File: src/rtl/mem_bus_arbiter_pkg.sv
// Shared encodings for the fetch/memory-stage bus arbiter: FSM states, owner
// identifiers, transfer size codes and the downstream request payload.
package mem_bus_arbiter_pkg;

    typedef enum logic [1:0] {
        ARB_IDLE = 2'd0,
        ARB_REQ  = 2'd1,
        ARB_WAIT = 2'd2
    } arb_state_e;

    typedef enum logic [1:0] {
        OWN_NONE = 2'd0,
        OWN_INST = 2'd1,
        OWN_DATA = 2'd2
    } arb_owner_e;

    localparam logic [1:0] SIZE_B = 2'd0;
    localparam logic [1:0] SIZE_H = 2'd1;
    localparam logic [1:0] SIZE_W = 2'd2;

    typedef struct packed {
        logic        wr;
        logic [1:0]  size;
        logic [3:0]  wstrb;
        logic [31:0] addr;
        logic [31:0] wdata;
    } bus_payload_t;

    // Fetch traffic is always a full-word read.
    function automatic bus_payload_t inst_payload(input logic [31:0] addr);
        bus_payload_t p;
        p.wr    = 1'b0;
        p.size  = SIZE_W;
        p.wstrb = 4'b1111;
        p.addr  = addr;
        p.wdata = 32'h0;
        return p;
    endfunction

endpackage

File: src/rtl/mem_bus_arbiter_starve_counter.sv
// Saturating counter of consecutive data grants taken while fetch was waiting;
// full_o tells the arbiter that fetch must win the next address phase.
module arb_starve_counter #(
    parameter int LIMIT = 4,
    parameter int CNT_W = $clog2(LIMIT + 1)
) (
    input  logic             clk,
    input  logic             rst,
    input  logic             inc_i,
    input  logic             clr_i,
    output logic [CNT_W-1:0] cnt_o,
    output logic             full_o
);

    logic [CNT_W-1:0] cnt_q;
    logic [CNT_W-1:0] cnt_d;

    assign full_o = (cnt_q == CNT_W'(LIMIT));
    assign cnt_o  = cnt_q;

    always_comb begin
        cnt_d = cnt_q;
        if (clr_i) begin
            cnt_d = '0;
        end else if (inc_i && !full_o) begin
            cnt_d = cnt_q + CNT_W'(1);
        end
    end

    always_ff @(posedge clk or posedge rst) begin
        if (rst) begin
            cnt_q <= '0;
        end else begin
            cnt_q <= cnt_d;
        end
    end

endmodule

File: src/rtl/mem_bus_arbiter.sv
// Shares one SRAM-like port between fetch (read-only) and the memory stage.
// One outstanding transaction; data wins unless fetch has starved STARVE_LIMIT grants.
module mem_bus_arbiter
    import mem_bus_arbiter_pkg::*;
#(
    parameter int STARVE_LIMIT = 4
) (
    input  logic        clk,
    input  logic        rst,
    input  logic        inst_req,
    input  logic [31:0] inst_addr,
    output logic        inst_addr_ok,
    output logic        inst_data_ok,
    output logic [31:0] inst_rdata,
    input  logic        data_req,
    input  logic        data_wr,
    input  logic [1:0]  data_size,
    input  logic [3:0]  data_wstrb,
    input  logic [31:0] data_addr,
    input  logic [31:0] data_wdata,
    output logic        data_addr_ok,
    output logic        data_data_ok,
    output logic [31:0] data_rdata,
    output logic        bus_req,
    output logic        bus_wr,
    output logic [1:0]  bus_size,
    output logic [3:0]  bus_wstrb,
    output logic [31:0] bus_addr,
    output logic [31:0] bus_wdata,
    input  logic        bus_addr_ok,
    input  logic        bus_data_ok,
    input  logic [31:0] bus_rdata
);

    localparam int CNT_W = $clog2(STARVE_LIMIT + 1);

    arb_state_e state_q, state_d;
    arb_owner_e lock_q, lock_d;
    arb_owner_e owner_q, owner_d;
    arb_owner_e grant;

    bus_payload_t inst_pl, data_pl, grant_pl;

    logic             addr_accept;
    logic             starve_inc;
    logic             starve_clr;
    logic             starve_full;
    logic [CNT_W-1:0] starve_cnt;

    always_comb begin
        inst_pl       = inst_payload(inst_addr);
        data_pl.wr    = data_wr;
        data_pl.size  = data_size;
        data_pl.wstrb = data_wstrb;
        data_pl.addr  = data_addr;
        data_pl.wdata = data_wdata;
    end

    // Next-state and grant selection; REQ keeps the locked grantee until accepted.
    always_comb begin
        state_d = state_q;
        lock_d  = lock_q;
        owner_d = owner_q;
        grant   = OWN_NONE;
        case (state_q)
            ARB_IDLE: begin
                if (data_req && !(inst_req && starve_full)) begin
                    grant = OWN_DATA;
                end else if (inst_req) begin
                    grant = OWN_INST;
                end
                if (grant != OWN_NONE) begin
                    if (bus_addr_ok) begin
                        owner_d = grant;
                        state_d = ARB_WAIT;
                    end else begin
                        lock_d  = grant;
                        state_d = ARB_REQ;
                    end
                end
            end
            ARB_REQ: begin
                grant = lock_q;
                if (bus_addr_ok) begin
                    owner_d = lock_q;
                    lock_d  = OWN_NONE;
                    state_d = ARB_WAIT;
                end
            end
            ARB_WAIT: begin
                if (bus_data_ok) begin
                    owner_d = OWN_NONE;
                    state_d = ARB_IDLE;
                end
            end
            default: begin
                state_d = ARB_IDLE;
            end
        endcase
    end

    assign addr_accept = bus_addr_ok && (grant != OWN_NONE);
    assign starve_inc  = addr_accept && (grant == OWN_DATA) && inst_req;
    assign starve_clr  = addr_accept && !starve_inc;

    arb_starve_counter #(
        .LIMIT (STARVE_LIMIT),
        .CNT_W (CNT_W)
    ) u_starve (
        .clk    (clk),
        .rst    (rst),
        .inc_i  (starve_inc),
        .clr_i  (starve_clr),
        .cnt_o  (starve_cnt),
        .full_o (starve_full)
    );

    // Outputs are forced quiet while rst is held so nothing leaks downstream.
    always_comb begin
        grant_pl = '0;
        case (grant)
            OWN_INST: grant_pl = inst_pl;
            OWN_DATA: grant_pl = data_pl;
            default:  grant_pl = '0;
        endcase

        bus_req      = 1'b0;
        bus_wr       = 1'b0;
        bus_size     = 2'b00;
        bus_wstrb    = 4'b0000;
        bus_addr     = 32'h0;
        bus_wdata    = 32'h0;
        inst_addr_ok = 1'b0;
        data_addr_ok = 1'b0;
        inst_data_ok = 1'b0;
        data_data_ok = 1'b0;
        inst_rdata   = 32'h0;
        data_rdata   = 32'h0;

        if (!rst) begin
            bus_req      = (grant != OWN_NONE);
            bus_wr       = grant_pl.wr;
            bus_size     = grant_pl.size;
            bus_wstrb    = grant_pl.wstrb;
            bus_addr     = grant_pl.addr;
            bus_wdata    = grant_pl.wdata;
            inst_addr_ok = bus_addr_ok && (grant == OWN_INST);
            data_addr_ok = bus_addr_ok && (grant == OWN_DATA);
            if ((state_q == ARB_WAIT) && bus_data_ok) begin
                case (owner_q)
                    OWN_INST: begin
                        inst_data_ok = 1'b1;
                        inst_rdata   = bus_rdata;
                    end
                    OWN_DATA: begin
                        data_data_ok = 1'b1;
                        data_rdata   = bus_rdata;
                    end
                    default: ;
                endcase
            end
        end
    end

    always_ff @(posedge clk or posedge rst) begin
        if (rst) begin
            state_q <= ARB_IDLE;
            lock_q  <= OWN_NONE;
            owner_q <= OWN_NONE;
        end else begin
            state_q <= state_d;
            lock_q  <= lock_d;
            owner_q <= owner_d;
        end
    end

endmodule

File: config.mk
export PLATFORM = sky130hd
export DESIGN_NAME = mem_bus_arbiter
export DESIGN_NICKNAME = d
export VERILOG_FILES = /design/src/rtl/mem_bus_arbiter_pkg.sv /design/src/rtl/mem_bus_arbiter_starve_counter.sv /design/src/rtl/mem_bus_arbiter.sv
export SDC_FILE = /design/constraint.sdc
export NUM_CORES = 1
export LEC_CHECK = 0
export CORE_AREA = 3 3 109 111
export DETAILED_ROUTE_END_ITERATION = 8
export DIE_AREA = 0 0 112 114
export PLACE_DENSITY = 0.7
export SETUP_SLACK_MARGIN = 0.05
export SYNTH_ARGS = -nofsm -noshare
export SYNTH_HDL_FRONTEND = slang
export SYNTH_SLANG_ARGS = --single-unit
File: constraint.sdc
create_clock -name clk -period 4.7 [get_ports clk]
set_clock_uncertainty 0.05 [all_clocks]
set_input_delay 0.705 -clock clk [delete_from_list [all_inputs] [get_ports clk]]
set_output_delay 0.705 -clock clk [all_outputs]
set_load 0.03 [all_outputs]
==> results_dict.tcl <==
set metrics [dict create \
    drt.antenna.violating_nets 0 \
    final_report_max_slew_violation_count 0 \
    worst_path_most_repeated_cell "sky130_fd_sc_hd__clkdlybuf4s50_1" \
    synth_cell_types 36 \
    crit_reg_reg_startpoint "u_starve.cnt_o[0]$_DFFE_PP0P_" \
    setup-violations-final 0 \
    synth_cells 270 \
    cts-root-to-sink-buffers 2 \
    max-vdd-ir-drop_mv 0.1621 \
    critical_path.n_buffers_inverters 2 \
    cts_hold_buf 0 \
    worst-endpoint-required_ns 3.94 \
    routed_wirelength_um 10510 \
    crit-reg2reg-capture "u_starve.cnt_o[0]$_DFFE_PP0P_" \
    tritoncts "done" \
    crit_path_end_kind "output port" \
    synth_flop_cell "sky130_fd_sc_hd__dfrtp_1" \
    synth_async_sr_flop_share_pct 100.0 \
    post_synthesis_register_bit_count 9 \
    grt_overflow_total 0 \
    worstPathArrival_ns 3.44 \
    fin_hold_ws_ns 0.4825 \
    grt_setup_unrepaired "no" \
    insertion_delay_ns 0.22 \
    cpMaxStageDelayCell "sky130_fd_sc_hd__clkdlybuf4s50_1" \
    path_delay_family "buffers and inverters" \
    finalNetCount 686 \
    hold-path-endpoint "owner_q[0]$_DFFE_PP0P_" \
    fin_cells 676 \
    route.detailed.wl_per_inst_um 15.54 \
    power.leakage_nw 1.954 \
    numPortBuffers 280 \
    initial_utilization_pct 17.26 \
    clock_sink_count 9 \
    die_h_um 114 \
    cts_resized 0 \
    hpwlAfterDp_um 9045 \
    fillerInstances 1068 \
    met3_wirelength_um 1110 \
    via_per_inst 4.376 \
    finalCoreUtilization_pct 44.06 \
    max_clock_freq_mhz 238.6 \
    synth_warnings 0 \
    timing.critical_path.cells "clkdlybuf4s50_1 > nand3_1 > a32oi_1 > ha_1 > or2_2 > nor2_1 > clkdlybuf4s50_1" \
    synth_area_mm2 0.001879 \
    layout-area-overhead-vs-synth_pct 155.3 \
    cp_slowest_stage_delay_ns 0.69 \
    grt_first_pass_wirelength_um 16040 \
    hold_path_startpoint "owner_q[0]$_DFFE_PP0P_" \
    mostFrequentLayoutCell "sky130_fd_sc_hd__clkdlybuf4s50_1" \
    register_to_register_setup_slack_ns 2.22 \
    slew-limit-headroom_pct 55.01 \
    timing_worst_setup_path_type "input port to output port" \
    grt_util_all_layers_pct 15.40 \
    hold_depth 1 \
    p_per_area_mw_per_mm2 281.7 \
    grt_antenna_before_repair 0 \
    io-pin-count 281 \
    cts_made_buffers 3 \
    num_vias 2958 \
    area_after_dpl_mm2 0.004752 \
    rows 38 \
    dpl.cell_count 672 \
    number_of_global_route_vias_before_repair 3022 \
    drc 0 \
    first_iter_violations 105 \
    dr.max_layer_used "met4" \
    design.die.area_mm2 0.01277 \
    synth-edff-count 0 \
    report.power.total_mw 1.352 \
    smallest_setup_slack_after_layout_ns 0.5081 \
    worst_reg2reg_path_depth 10 \
    critical_path.startpoint "inst_req" \
    maxCapViolations 0 \
    timing.critical_path.from_type "input port" \
    syn-num-nets 419 \
    cts.repair_timing.setup_buffer_count 0 \
    core_footprint_mm2 0.01089 \
    drt_pass1_iterations 4 \
    layout_cell_share_with_drive_strength_beyond_1_pct 13.62 \
    wirelength_met1_um 3657 \
    crit_fanout 37 \
    timing_hold_violations_final 0 \
    syn_area_per_cell_um2 6.960 \
    hp-class "flip-flop to flip-flop" \
    die_width_um 112 \
    period_share_pct 89.19 \
    cts_root_buf "sky130_fd_sc_hd__clkbuf_8" \
    cts.clk_slew.worst_paths_ns 0.04 \
    finalWorstPathRequiredPeriod_ns 4.192 \
    cts.htree.levels 1 \
    num_antenna_cells 0 \
    setup_total_negative_slack_ns 0 \
    outcome "complete, no violations" \
    grt_start_max_net_pins 39 \
    layout_common_cells "sky130_fd_sc_hd__clkdlybuf4s50_1, sky130_fd_sc_hd__and2_1, sky130_fd_sc_hd__buf_4" \
    gp_congestion 0.8385 \
    worst_margin_slew_ns 0.6748 \
    dp_worst_setup_slack_ns 0.5341 \
    finalInstanceArea_mm2 0.004797 \
    sum_of_met2_wire_segment_lengths_after_detailed_routing_um 5529 \
    seq_area_frac_synth_pct 11.98 \
]
==> report_power, final <==
group,switching (mW),internal [mW]
Sequential,0.0195,0.106
Clock,0.0262,0.0587
Combinational,0.640,0.501
Total,0.685,0.666
==> final cells by class <==
type / instances / area (µm²) / share of cell area (%)
repair buffers: 287 / 2808 / 58.53
well taps: 140 / 175.2 / 3.652
clock buffers: 4 / 45.04 / 0.9390
inverters: 7 / 26.28 / 0.5477
multi-input cells: 229 / 1518 / 31.64
flip-flops and latches: 9 / 225.2 / 4.695
==> worst max path at each step <==
stage | end | slack (ns) | cells after the start
floorplan | bus_addr[10] | 1.32 | 9
global placement | bus_wstrb[0] | 0.61 | 7
detailed placement | bus_addr[11] | 0.53 | 7
CTS | bus_wstrb[0] | 0.53 | 7
global route | bus_wstrb[3] | 0.35 | 7
finish | bus_addr[11] | 0.51 | 7
==> layer usage <==
layer | vias up | global-route usage, %
li1 | 1444 | -
met1 | 1334 | 15.59
met2 | 168 | 29.78
met3 | 12 | 5.464
met4 | 0 | 4.247
met5 | - | 0
==> Yosys cell counts (4+ instances only) <==
cell,n,area [µm²]
sky130_fd_sc_hd__a22oi_1,32,240.2
sky130_fd_sc_hd__ha_1,8,100.1
sky130_fd_sc_hd__buf_2,5,25.02
sky130_fd_sc_hd__dfrtp_1,9,225.2
sky130_fd_sc_hd__buf_1,4,15.01
sky130_fd_sc_hd__mux2i_1,4,40.04
sky130_fd_sc_hd__and2_1,99,619.3
sky130_fd_sc_hd__a21oi_1,11,55.05
sky130_fd_sc_hd__inv_1,7,26.28
sky130_fd_sc_hd__clkbuf_1,12,45.04
sky130_fd_sc_hd__nor2_1,38,142.6
sky130_fd_sc_hd__nor2b_1,4,25.02
==> cells by family (layout without fill, tap and decap cells) <==
group,count (synthesis),in the layout,share of synthesized area (%)
muxes,7,7,3.928
buffers and inverters,32,298,7.256
AOI/OAI and AO/OA,56,56,22.97
and+or+nand+nor,158,158,48.54
DFF,9,9,11.98
adders and majority gates,8,8,5.326
==> flip-flops by register name, indices dropped and copies added (netlist names) <==
register,flops
lock_q,2
owner_q,2
state_q,2
u_starve.cnt_o,3
==> worst register-to-register path: stages (launching register included) <==
cell	delay, ns
sky130_fd_sc_hd__dfrtp_1	0.37
sky130_fd_sc_hd__inv_1	0.10
sky130_fd_sc_hd__ha_1	0.26
sky130_fd_sc_hd__nand3_1	0.20
sky130_fd_sc_hd__a32oi_1	0.35
sky130_fd_sc_hd__inv_1	0.09
sky130_fd_sc_hd__ha_1	0.21
sky130_fd_sc_hd__buf_4	0.25
sky130_fd_sc_hd__nand4_1	0.18
sky130_fd_sc_hd__a21oi_1	0.10
sky130_fd_sc_hd__a41o_1	0.21
(Power assumes the default switching activity.)
